===== src/rtl/voting_seq_if.sv =====
// ---------------------------------------------------------------------------
// voting_seq_if
// Purpose : ballot input stream, close request and result output stream of
//           the sequential plurality voter, bundled into one interface.
// Signals : in_valid/in_ready/in_vote/in_abstain  ballot stream (one per cycle)
//           close                                 end-of-election request
//           out_valid/out_ready                   result handshake
//           out_winner/out_count/out_tie/out_ballots  result payload
// Modports: master  - ballot producer / result consumer
//           slave   - the voter itself
// ---------------------------------------------------------------------------
interface voting_seq_if #(
  parameter int N = 2,
  parameter int W = 8
);
  logic         in_valid;
  logic         in_ready;
  logic [N-1:0] in_vote;
  logic         in_abstain;
  logic         close;
  logic         out_valid;
  logic         out_ready;
  logic [N-1:0] out_winner;
  logic [W-1:0] out_count;
  logic         out_tie;
  logic [W-1:0] out_ballots;

  modport master (
    output in_valid, in_vote, in_abstain, close, out_ready,
    input  in_ready, out_valid, out_winner, out_count, out_tie, out_ballots
  );

  modport slave (
    input  in_valid, in_vote, in_abstain, close, out_ready,
    output in_ready, out_valid, out_winner, out_count, out_tie, out_ballots
  );
endinterface


===== src/rtl/voting_seq.sv =====
// ---------------------------------------------------------------------------
// voting_seq
// Purpose : sequential plurality voter. Ballots stream in one per cycle and
//           bump per-candidate saturating tallies; a close request starts a
//           one-candidate-per-cycle scan for the winner, and the result is
//           held on a valid/ready output until taken.
// Params  : N  candidate index width (2**N candidates, N >= 1)
//           W  tally / ballot counter width
// Ports   : clk  rising-edge clock
//           rst  synchronous active-high reset
//           bus  voting_seq_if.slave (ballot stream, close, result stream)
// ---------------------------------------------------------------------------
module voting_seq #(
  parameter int N = 2,
  parameter int W = 8
) (
  input  logic         clk,
  input  logic         rst,
  voting_seq_if.slave  bus
);

  localparam int            NC       = 2 ** N;
  localparam logic [W-1:0]  CNT_MAX  = {W{1'b1}};
  localparam logic [N-1:0]  IDX_LAST = {N{1'b1}};

  typedef enum logic [1:0] {
    COLLECT = 2'd0,
    SCAN    = 2'd1,
    RESULT  = 2'd2
  } state_t;

  state_t       r_state;
  state_t       w_state_next;

  logic [W-1:0] r_tally [NC];
  logic [W-1:0] r_ballots;
  logic [N-1:0] r_scan_idx;
  logic [W-1:0] r_best;
  logic [N-1:0] r_winner;
  logic         r_tie;
  logic         r_out_valid;

  logic         w_in_ready;
  logic         w_accept;
  logic         w_take;
  logic [NC-1:0] w_inc;
  logic [W-1:0] w_scan_tally;

  // -------------------------------------------------------------------------
  // FSM: state register
  // -------------------------------------------------------------------------
  always_ff @(posedge clk) begin
    if (rst) begin
      r_state <= COLLECT;
    end else begin
      r_state <= w_state_next;
    end
  end

  // -------------------------------------------------------------------------
  // FSM: next-state logic
  // -------------------------------------------------------------------------
  always_comb begin
    w_state_next = r_state;
    case (r_state)
      COLLECT: if (bus.close)                 w_state_next = SCAN;
      SCAN:    if (r_scan_idx == IDX_LAST)    w_state_next = RESULT;
      RESULT:  if (bus.out_ready)             w_state_next = COLLECT;
      default:                                w_state_next = COLLECT;
    endcase
  end

  // -------------------------------------------------------------------------
  // FSM: outputs. in_ready is gated by rst so a ballot offered during reset
  // is never handshaken.
  // -------------------------------------------------------------------------
  always_comb begin
    w_in_ready = 1'b0;
    w_take     = 1'b0;
    case (r_state)
      COLLECT: w_in_ready = !rst;
      RESULT:  w_take     = bus.out_ready;
      default: ;
    endcase
  end

  assign w_accept = bus.in_valid && w_in_ready;

  // -------------------------------------------------------------------------
  // Tallies: one increment enable per candidate, suppressed at saturation.
  // -------------------------------------------------------------------------
  genvar gi;
  generate
    for (gi = 0; gi < NC; gi++) begin : g_inc
      assign w_inc[gi] = w_accept && !bus.in_abstain &&
                         (bus.in_vote == N'(gi)) &&
                         (r_tally[gi] != CNT_MAX);
    end
  endgenerate

  always_ff @(posedge clk) begin
    if (rst || w_take) begin
      for (int i = 0; i < NC; i++) begin
        r_tally[i] <= '0;
      end
    end else begin
      for (int i = 0; i < NC; i++) begin
        if (w_inc[i]) begin
          r_tally[i] <= r_tally[i] + W'(1);
        end
      end
    end
  end

  // Accepted-ballot counter, abstentions included, saturating.
  always_ff @(posedge clk) begin
    if (rst || w_take) begin
      r_ballots <= '0;
    end else if (w_accept && (r_ballots != CNT_MAX)) begin
      r_ballots <= r_ballots + W'(1);
    end
  end

  // -------------------------------------------------------------------------
  // Scan: one candidate per cycle. Strict '>' keeps the lowest index on a
  // tie; a later strictly larger tally clears any earlier tie flag. The index
  // wraps back to 0 after the last candidate, ready for the next election.
  // -------------------------------------------------------------------------
  assign w_scan_tally = r_tally[r_scan_idx];

  always_ff @(posedge clk) begin
    if (rst) begin
      r_scan_idx <= '0;
      r_best     <= '0;
      r_winner   <= '0;
      r_tie      <= 1'b0;
    end else if (r_state == SCAN) begin
      r_scan_idx <= r_scan_idx + N'(1);
      if (r_scan_idx == '0) begin
        r_best   <= w_scan_tally;
        r_winner <= '0;
        r_tie    <= 1'b0;
      end else if (w_scan_tally > r_best) begin
        r_best   <= w_scan_tally;
        r_winner <= r_scan_idx;
        r_tie    <= 1'b0;
      end else if (w_scan_tally == r_best) begin
        r_tie    <= 1'b1;
      end
    end
  end

  // out_valid registered straight from the next-state decision.
  always_ff @(posedge clk) begin
    if (rst) begin
      r_out_valid <= 1'b0;
    end else begin
      r_out_valid <= (w_state_next == RESULT);
    end
  end

  assign bus.in_ready    = w_in_ready;
  assign bus.out_valid   = r_out_valid;
  assign bus.out_winner  = r_winner;
  assign bus.out_count   = r_best;
  assign bus.out_tie     = r_tie;
  assign bus.out_ballots = r_ballots;

endmodule


===== src/flat_wrapper.sv =====
// flat-port wrapper written by rule: the top's interface ports become plain ports
module voting_seq_flat 
#(
  parameter int N = 2,
  parameter int W = 8
)
  (clk, rst, bus_in_valid, bus_in_vote, bus_in_abstain, bus_close, bus_out_ready, bus_in_ready, bus_out_valid, bus_out_winner, bus_out_count, bus_out_tie, bus_out_ballots);
  voting_seq_if #(.N(N), .W(W)) bus_i ();
  input  logic clk;
  input  logic rst;
  input wire logic [$bits(bus_i.in_valid)-1:0] bus_in_valid;
  input wire logic [$bits(bus_i.in_vote)-1:0] bus_in_vote;
  input wire logic [$bits(bus_i.in_abstain)-1:0] bus_in_abstain;
  input wire logic [$bits(bus_i.close)-1:0] bus_close;
  input wire logic [$bits(bus_i.out_ready)-1:0] bus_out_ready;
  output wire logic [$bits(bus_i.in_ready)-1:0] bus_in_ready;
  output wire logic [$bits(bus_i.out_valid)-1:0] bus_out_valid;
  output wire logic [$bits(bus_i.out_winner)-1:0] bus_out_winner;
  output wire logic [$bits(bus_i.out_count)-1:0] bus_out_count;
  output wire logic [$bits(bus_i.out_tie)-1:0] bus_out_tie;
  output wire logic [$bits(bus_i.out_ballots)-1:0] bus_out_ballots;
  assign bus_i.in_valid = bus_in_valid;
  assign bus_i.in_vote = bus_in_vote;
  assign bus_i.in_abstain = bus_in_abstain;
  assign bus_i.close = bus_close;
  assign bus_i.out_ready = bus_out_ready;
  assign bus_in_ready = bus_i.in_ready;
  assign bus_out_valid = bus_i.out_valid;
  assign bus_out_winner = bus_i.out_winner;
  assign bus_out_count = bus_i.out_count;
  assign bus_out_tie = bus_i.out_tie;
  assign bus_out_ballots = bus_i.out_ballots;
  voting_seq #(.N(N), .W(W)) u_core (.clk(clk), .rst(rst), .bus(bus_i));
endmodule

===== config.mk =====
export PLATFORM = sky130hd
export DESIGN_NAME = voting_seq_flat
export DESIGN_NICKNAME = d
export VERILOG_FILES = /design/src/rtl/voting_seq_if.sv /design/src/rtl/voting_seq.sv /design/src/flat_wrapper.sv
export SDC_FILE = /design/constraint.sdc
export NUM_CORES = 1
export LEC_CHECK = 0
export ABC_AREA = 0
export CORE_MARGIN = 2
export CORE_UTILIZATION = 30
export CTS_CLUSTER_SIZE = 12
export DETAILED_ROUTE_END_ITERATION = 8
export PLACE_DENSITY = 0.52
export SETUP_SLACK_MARGIN = 0.15
export SYNTH_ARGS = -nofsm -noshare
export SYNTH_HDL_FRONTEND = slang
export SYNTH_SLANG_ARGS = --single-unit
export TNS_END_PERCENT = 5

===== constraint.sdc =====
create_clock -name clk -period 4.1 [get_ports clk]
set_input_delay 1.025 -clock clk [delete_from_list [all_inputs] [get_ports clk]]
set_output_delay 1.025 -clock clk [all_outputs]
set_load 0.05 [all_outputs]

==> summary.md, run 1 <==
| Metric | Value |
|---|---|
| Floorplan Core Area | `10200 um2` |
| Routed WL | `6.56 mm` |
| Layout cell share with drive strength beyond 1 | `10.6%` |
| Tot GR Track Use | `about an eighth` |
| Crit start category | `register` |
| Pin count of the biggest net entering global routing | `30` |
| Hold WS | `a little under 0.5 ns` |
| Seq/Total Area, Yosys | `47.4%` |
| Nets | `around 360` |
| # IOs | `29` |
| Max-slew headroom | `20.6%` |
| Worst-path clk slew | `0.07 ns` |
| Die Width | `around 110 um` |
| RSZ-0062 raised after global routing | `no` |
| Post-synthesis simple-gate area fraction | `21.4%` |
| Post_cts resized | `0` |
| Critical Path AT | `3.63 ns` |
| Maximum buffer depth of the clock tree | `2` |
| Fin crit share | `82.4%` |
| Post-Synthesis Cell Area | `3130 um2` |
| Endpoints failing setup | `0` |
| P_leak | `1.32 nW` |
| Max cap viols | `0` |
| Clock period minus worst slack | `~3.4 ns` |
| Remaining antenna violation count | `0` |
| Post-route DRC | `0` |
| Post-synth top area share | `a little under a third` |
| Die area | `11300 um2` |
| # rows | `37` |
| Routed vias | `2222` |
| Via density per instance | `between 4 and 5` |
| Post-CTS Setup Inserts | `0` |
| Share of the synthesized area in compound gates (AO/OA/AOI/OAI) | `5.40%` |
| Yosys top cell by area | `edfxtp_1` |
| Total CTS buffers | `9` |
| Setup TNS | `0 ns` |
| Die Ht | `106 um` |
| CTS sink count | `58` |
| Worst skew pair latency | `0.33 ns` |
| Worst Skew | `0.00835 ns` |
| HPWL after detailed placement | `between 4 and 5 mm` |
| DR WL met3 | `208 um` |
| Initial Util | `30.6%` |
| FILL cells | `995` |
| Fmax | `296 MHz` |
| Wire length of the first global-routing pass | `11.0 mm` |
| Max Used Layer | `met4` |
| Gate Count Post-Synth | `300` |
| Post-synthesis mux area share | `8.64%` |
| Hold_buf cts | `0` |
| Main area contributors after synthesis | `edfxtp_1 (31%), dfxtp_1 (17%), nor2_1 (7.0%)` |
| Diodes inserted | `0` |
| Vias in the first global route | `2219` |
| Depth of the CTS H-tree | `3` |
| Initial antenna violation count | `0` |
| Largest family of logic cells by synthesized area | `simple AND/OR/NAND/NOR gates` |
| Final Hold Vio Count | `0` |
| PortBufs | `28` |
| Critical-path maximum fanout | `10` |
| Met2 wire length | `between 3 and 4 mm` |
| DRT Pass-1 Iters | `4` |
| Mapped Nets | `approximately 320` |
| Syn_area_per_cell | `10.4 um2` |
| Initial DRC Count | `between 100 and 150` |
| Synth cell types | `38` |
| Final Max Slew Viols | `0` |
| Pwr Total | `1.45 mW` |
| Synth Area in XOR/XNOR | `8.68%` |
| Status | `completed` |
| DR WL/cell | `13.8 um` |
| Ys Warns | `0` |
| Worst setup path category | `reg -> reg` |
| CP required | `4.36 ns` |
| CTS tree | `yes` |
| Leading cell type in the layout, fill and taps excluded | `nor2_1` |
| Routability cong. | `0.804` |
| Post-Synth Adder-Cell Area | `under 10%` |
| HP Class | `reg -> reg` |
| Commonest non-fill, non-tap cells in the layout | `nor2_1 (58), edfxtp_1 (32), clkdlybuf4s50_1 (27)` |
| Synthesized flop and latch total | `58` |
| Clk root buf | `clkbuf_8` |
| Power Dens Cells | `382 nW/um2` |
| Grt ovf | `0` |
| M1 WL | `3.12 mm` |
| Slew @ Worst Pin | `1.19 ns` |
| CP endpoint kind | `register` |
| Synth-to-Final Area Change | `21.5%` |
| Peak supply drop | `0.000150 V` |
sequential cells by signal, indices dropped and copies added, names as in the netlist, named ones only:
register,count
u_core.bus.out_tie,1
u_core.r_state,2
u_core.r_tally,32
u_core.bus.out_ballots,8
u_core.bus.out_count,8
u_core.bus.out_winner,2
u_core.bus.out_valid,1
u_core.r_scan_idx,2
power breakdown:
group          internal [mW]  total (mW)  switching [mW]  leakage, nW
clock network          0.342       0.577           0.235        0.115
registers              0.639       0.674          0.0349        0.543
logic                 0.0866       0.200           0.113        0.664
per-stage QoR:
stage,instance area [um2],setup slack (ns),instances,util [%]
floorplan,3130,0.641,300,-
global placement,3570,0.670,459,34.9
detailed placement,3570,0.675,459,34.9
CTS,3800,0.699,475,37.1
global route,3800,0.386,475,37.1
finish,3800,0.722,475,37.1
logic make-up after synthesis:
kind of cell             Yosys count
flip-flops                        58
adder cells (fa/ha/maj)           15
AND/OR/NAND/NOR                  134
multiplexers                      17
buffers and inverters             21
XOR/XNOR                          31
AO/OA/AOI/OAI                     24
worst max-delay path, cell delays in order, from the launching register on:
cell,delay (ns)
dfxtp_1,0.58
mux4_2,0.60
ha_1,0.34
nand2_1,0.06
o21ai_0,0.41
nor2_1,0.08
a21oi_1,0.95
mux2i_1,0.28
metal layers:
| metal | vias up | track usage [%] |
|---|---|---|
| met5 | - | 0 |
| met4 | 0 | 5.55 |
| met3 | 11 | 3.31 |
| met2 | 32 | 19.7 |
| met1 | 1057 | 16.4 |
| li1 | 1122 | - |
final timing paths:
check | from | endpoint | slack (ns) | cells after the start
min | u_core.bus.out_count[5] | u_core.bus.out_count[5] | 0.49 | 2
min reg2reg | u_core.bus.out_count[5] | u_core.bus.out_count[5] | 0.49 | 2
max | register | u_core.bus.out_count[7] | 0.72 | 7
max reg2reg | register | u_core.bus.out_count[7] | 0.72 | 7
cell usage after synthesis:
| cell | n |
|---|---|
| o2111ai_1 | 1 |
| nand2b_1 | 18 |
| and3_1 | 4 |
| nand2_1 | 16 |
| clkbuf_1 | 5 |
| nor3_1 | 5 |
| buf_2 | 1 |
| nand3_2 | 1 |
| o32ai_1 | 1 |
| nor2_1 | 58 |
| nand4b_2 | 1 |
| and4_1 | 2 |
| ha_1 | 15 |
| nor2b_1 | 1 |
| a22oi_1 | 2 |
| inv_1 | 15 |
| dfxtp_1 | 26 |
| a21oi_1 | 10 |
| a31oi_1 | 2 |
| mux4_2 | 8 |
| and2b_4 | 1 |
| nor3b_1 | 1 |
| mux2i_1 | 9 |
| nand4_2 | 1 |
| or2_2 | 2 |
| edfxtp_1 | 32 |
| xnor2_1 | 11 |
| nand4_1 | 5 |
| nand3_1 | 16 |
| nand3b_2 | 1 |
| a31o_2 | 1 |
| or4b_4 | 1 |
| o211ai_1 | 1 |
| a41oi_4 | 1 |
| o21ai_0 | 3 |
| a21o_1 | 1 |
| o31ai_1 | 1 |
| xor2_1 | 20 |
layout make-up:
| class | count | area (um2) | share of cell area [%] |
|---|---|---|---|
| multi-input cells | 221 | 1570 | 41.2 |
| flip-flops and latches | 58 | 1480 | 39.0 |
| repair buffers | 29 | 298 | 7.84 |
| clock buffers | 14 | 215 | 5.66 |
| well taps | 136 | 170 | 4.48 |
| inverters | 15 | 56.3 | 1.48 |
| clock inverters | 2 | 12.5 | 0.329 |
(Power assumes the default switching activity.)
==> inputs of run 2 (changes only) <==
==> constraint.sdc (replaced) <==
create_clock -name clk -period 3.5 [get_ports clk]
set_input_delay 0.875 -clock clk [delete_from_list [all_inputs] [get_ports clk]]
set_output_delay 0.875 -clock clk [all_outputs]
set_load 0.05 [all_outputs]
==> run 2 against run 1 <==
Compared with the run above: first-iteration DRC count grew 16%; final cell count grew 0.42%; non-clock buffer count grew 2; utilization shrank 0.13 points; sequential share of layout area grew 0.14 points; global-route usage grew 0.12 points; via count shrank 0.32%; critical endpoint is now u_core.bus.out_count[5]; clock power grew 5.4%; setup slack lost 0.23 ns; highest routed layer unchanged; design area shrank 0.36%; sequential power grew 17%; clock skew shrank 0.0012 ns.
==> summary.md, run 2 (synthesis results as in run 1) <==
| Metric | Value |
|---|---|
| Post-CTS Setup Inserts | `0` |
| Post_cts resized | `0` |
| Pin count of the biggest net entering global routing | `30` |
| CP required | `3.76 ns` |
| CTS sink count | `58` |
| Diodes inserted | `0` |
| Cells along the critical path | `mux4_2 > ha_1 > nand2_1 > o21ai_0 > nor2_1 > a21oi_1 > buf_4 > mux2i_1` |
| Worst-path clk slew | `0.07 ns` |
| Nets | `359` |
| # rows | `37` |
| Routed vias | `roughly 2200` |
| Final Max Slew Viols | `0` |
| Routed WL | `6.62 mm` |
| Tot GR Track Use | `about an eighth` |
| Routability cong. | `between 0.7 and 0.8` |
| Crit start category | `register` |
| Hold_sp | `u_core.bus.out_count[7]` |
| Clk root buf | `clkbuf_8` |
| Slowest CP cell | `mux4_2` |
| Commonest non-fill, non-tap cells in the layout | `nor2_1 (58), edfxtp_1 (32), clkdlybuf4s50_1 (27)` |
| Slowest stage delay, CP | `about 0.6 ns` |
| Finished Cell Area | `3790 um2` |
| Vias in the first global route | `2186` |
| Worst skew pair latency | `approximately 0.34 ns` |
| Critical Path AT | `approximately 3.3 ns` |
| Die Width | `106 um` |
| Leading cell type in the layout, fill and taps excluded | `nor2_1` |
| Max-slew headroom | `53.2%` |
| CP endpoint kind | `register` |
| Slew @ Worst Pin | `between 0.6 and 0.7 ns` |
| Worst Skew | `between 0.007 and 0.008 ns` |
| Final Hold Vio Count | `0` |
| Via density per instance | `4.64` |
| CTS tree | `yes` |
| Initial Util | `30.6%` |
| Initial antenna violation count | `0` |
| Hold_buf cts | `0` |
| Total CTS buffers | `9` |
| HP Class | `reg -> reg` |
| Worst setup path category | `reg -> reg` |
| Layout cell share with drive strength beyond 1 | `between 10% and 20%` |
| Clock period minus worst slack | `3.01 ns` |
| # IOs | `29` |
| Floorplan Core Area | `10200 um2` |
| Synth-to-Final Area Change | `21.0%` |
| HPWL after detailed placement | `5.08 mm` |
| Maximum buffer depth of the clock tree | `2` |
| DR WL/cell | `13.9 um` |
| Endpoints failing setup | `0` |
| Setup TNS | `0 ns` |
| PortBufs | `28` |
| Max cap viols | `0` |
| Initial DRC Count | `138` |
| Status | `completed` |
| Fin crit share | `86.1%` |
| Depth of the CTS H-tree | `3` |
| Largest Register | `u_core.r_tally` |
| Power Dens Cells | `~430 nW/um2` |
| RSZ-0062 raised after global routing | `no` |
| FILL cells | `between 900 and 1000` |
| Die Ht | `106 um` |
| P_leak | `1.32 nW` |
| Peak supply drop | `roughly 0.00014 V` |
| DRT Pass-1 Iters | `4` |
| DP Area | `3590 um2` |
| Die area | `11300 um2` |
| Grt ovf | `0` |
| Critical-path maximum fanout | `8` |
| Number of flip-flops in the largest register | `32` |
| Wire length of the first global-routing pass | `11.0 mm` |
| Remaining antenna violation count | `0` |
| Post-route DRC | `0` |
| Fmax | `332 MHz` |
## run 2: cell types whose count changed in the layout (fill, tap and decap cells not counted)
cell | before | now
buf_4 | 1 | 3
clkinv_2 | 1 | 3
clkbuf_16 | 2 | 1
clkbuf_8 | 12 | 11
## run 2: worst max-delay path, delay by kind of cell (launching register included)
family	cells	cell delay, ns
buffers and inverters	1	0.27
adders and majority gates	1	0.34
and+or+nand+nor	2	0.12
muxes	2	0.80
AOI/OAI and AO/OA	2	0.83
DFF	1	0.57
## run 2: metrics by stage
stage	worst slack [ns]	power (mW)	hold slack [ns]	utilization, %	cells
after floorplan	0.341	0.965	0.522	-	300
after global placement	0.245	1.04	0.479	35.1	461
after detailed placement	0.242	1.04	0.484	35.1	461
after CTS	0.477	1.65	0.497	37.0	477
after global routing	0.232	1.71	0.526	37.0	477
final	0.488	1.63	0.493	37.0	477
## run 2: path summary, 6_finish.rpt
| path | depth (start not counted) | endpoint | slack, ns |
|---|---|---|---|
| worst max register to register | 8 | u_core.bus.out_count[5] | 0.49 |
| worst max-delay path | 8 | u_core.bus.out_count[5] | 0.49 |
| worst min register to register | 2 | u_core.bus.out_count[7] | 0.49 |
| worst min-delay path | 2 | u_core.bus.out_count[7] | 0.49 |
## run 2: report_power, final
part | total [mW] | switching (mW) | internal [mW]
registers | 0.787 | 0.0387 | 0.748
logic | 0.240 | 0.136 | 0.104
clock network | 0.608 | 0.273 | 0.335
total | 1.63 | 0.447 | 1.19
## run 2: final cells by class
| class | instances | area [um2] | share of cell area [%] |
|---|---|---|---|
| multi-input combinational | 221 | 1570 | 41.4 |
| sequential | 58 | 1480 | 39.1 |
| timing repair buffer | 31 | 313 | 8.26 |
| clock buffer | 12 | 176 | 4.66 |
| tap | 136 | 170 | 4.49 |
| inverter | 15 | 56.3 | 1.49 |
| clock inverter | 4 | 22.5 | 0.595 |
## run 2: per-layer routing
layer  up-vias  wire [um]  track usage [%]
li1       1130          -                -
met4         0        119             5.92
met2        39       3060             20.2
met3        14        217             2.82
met5         -          0                0
met1      1032       3220             16.5
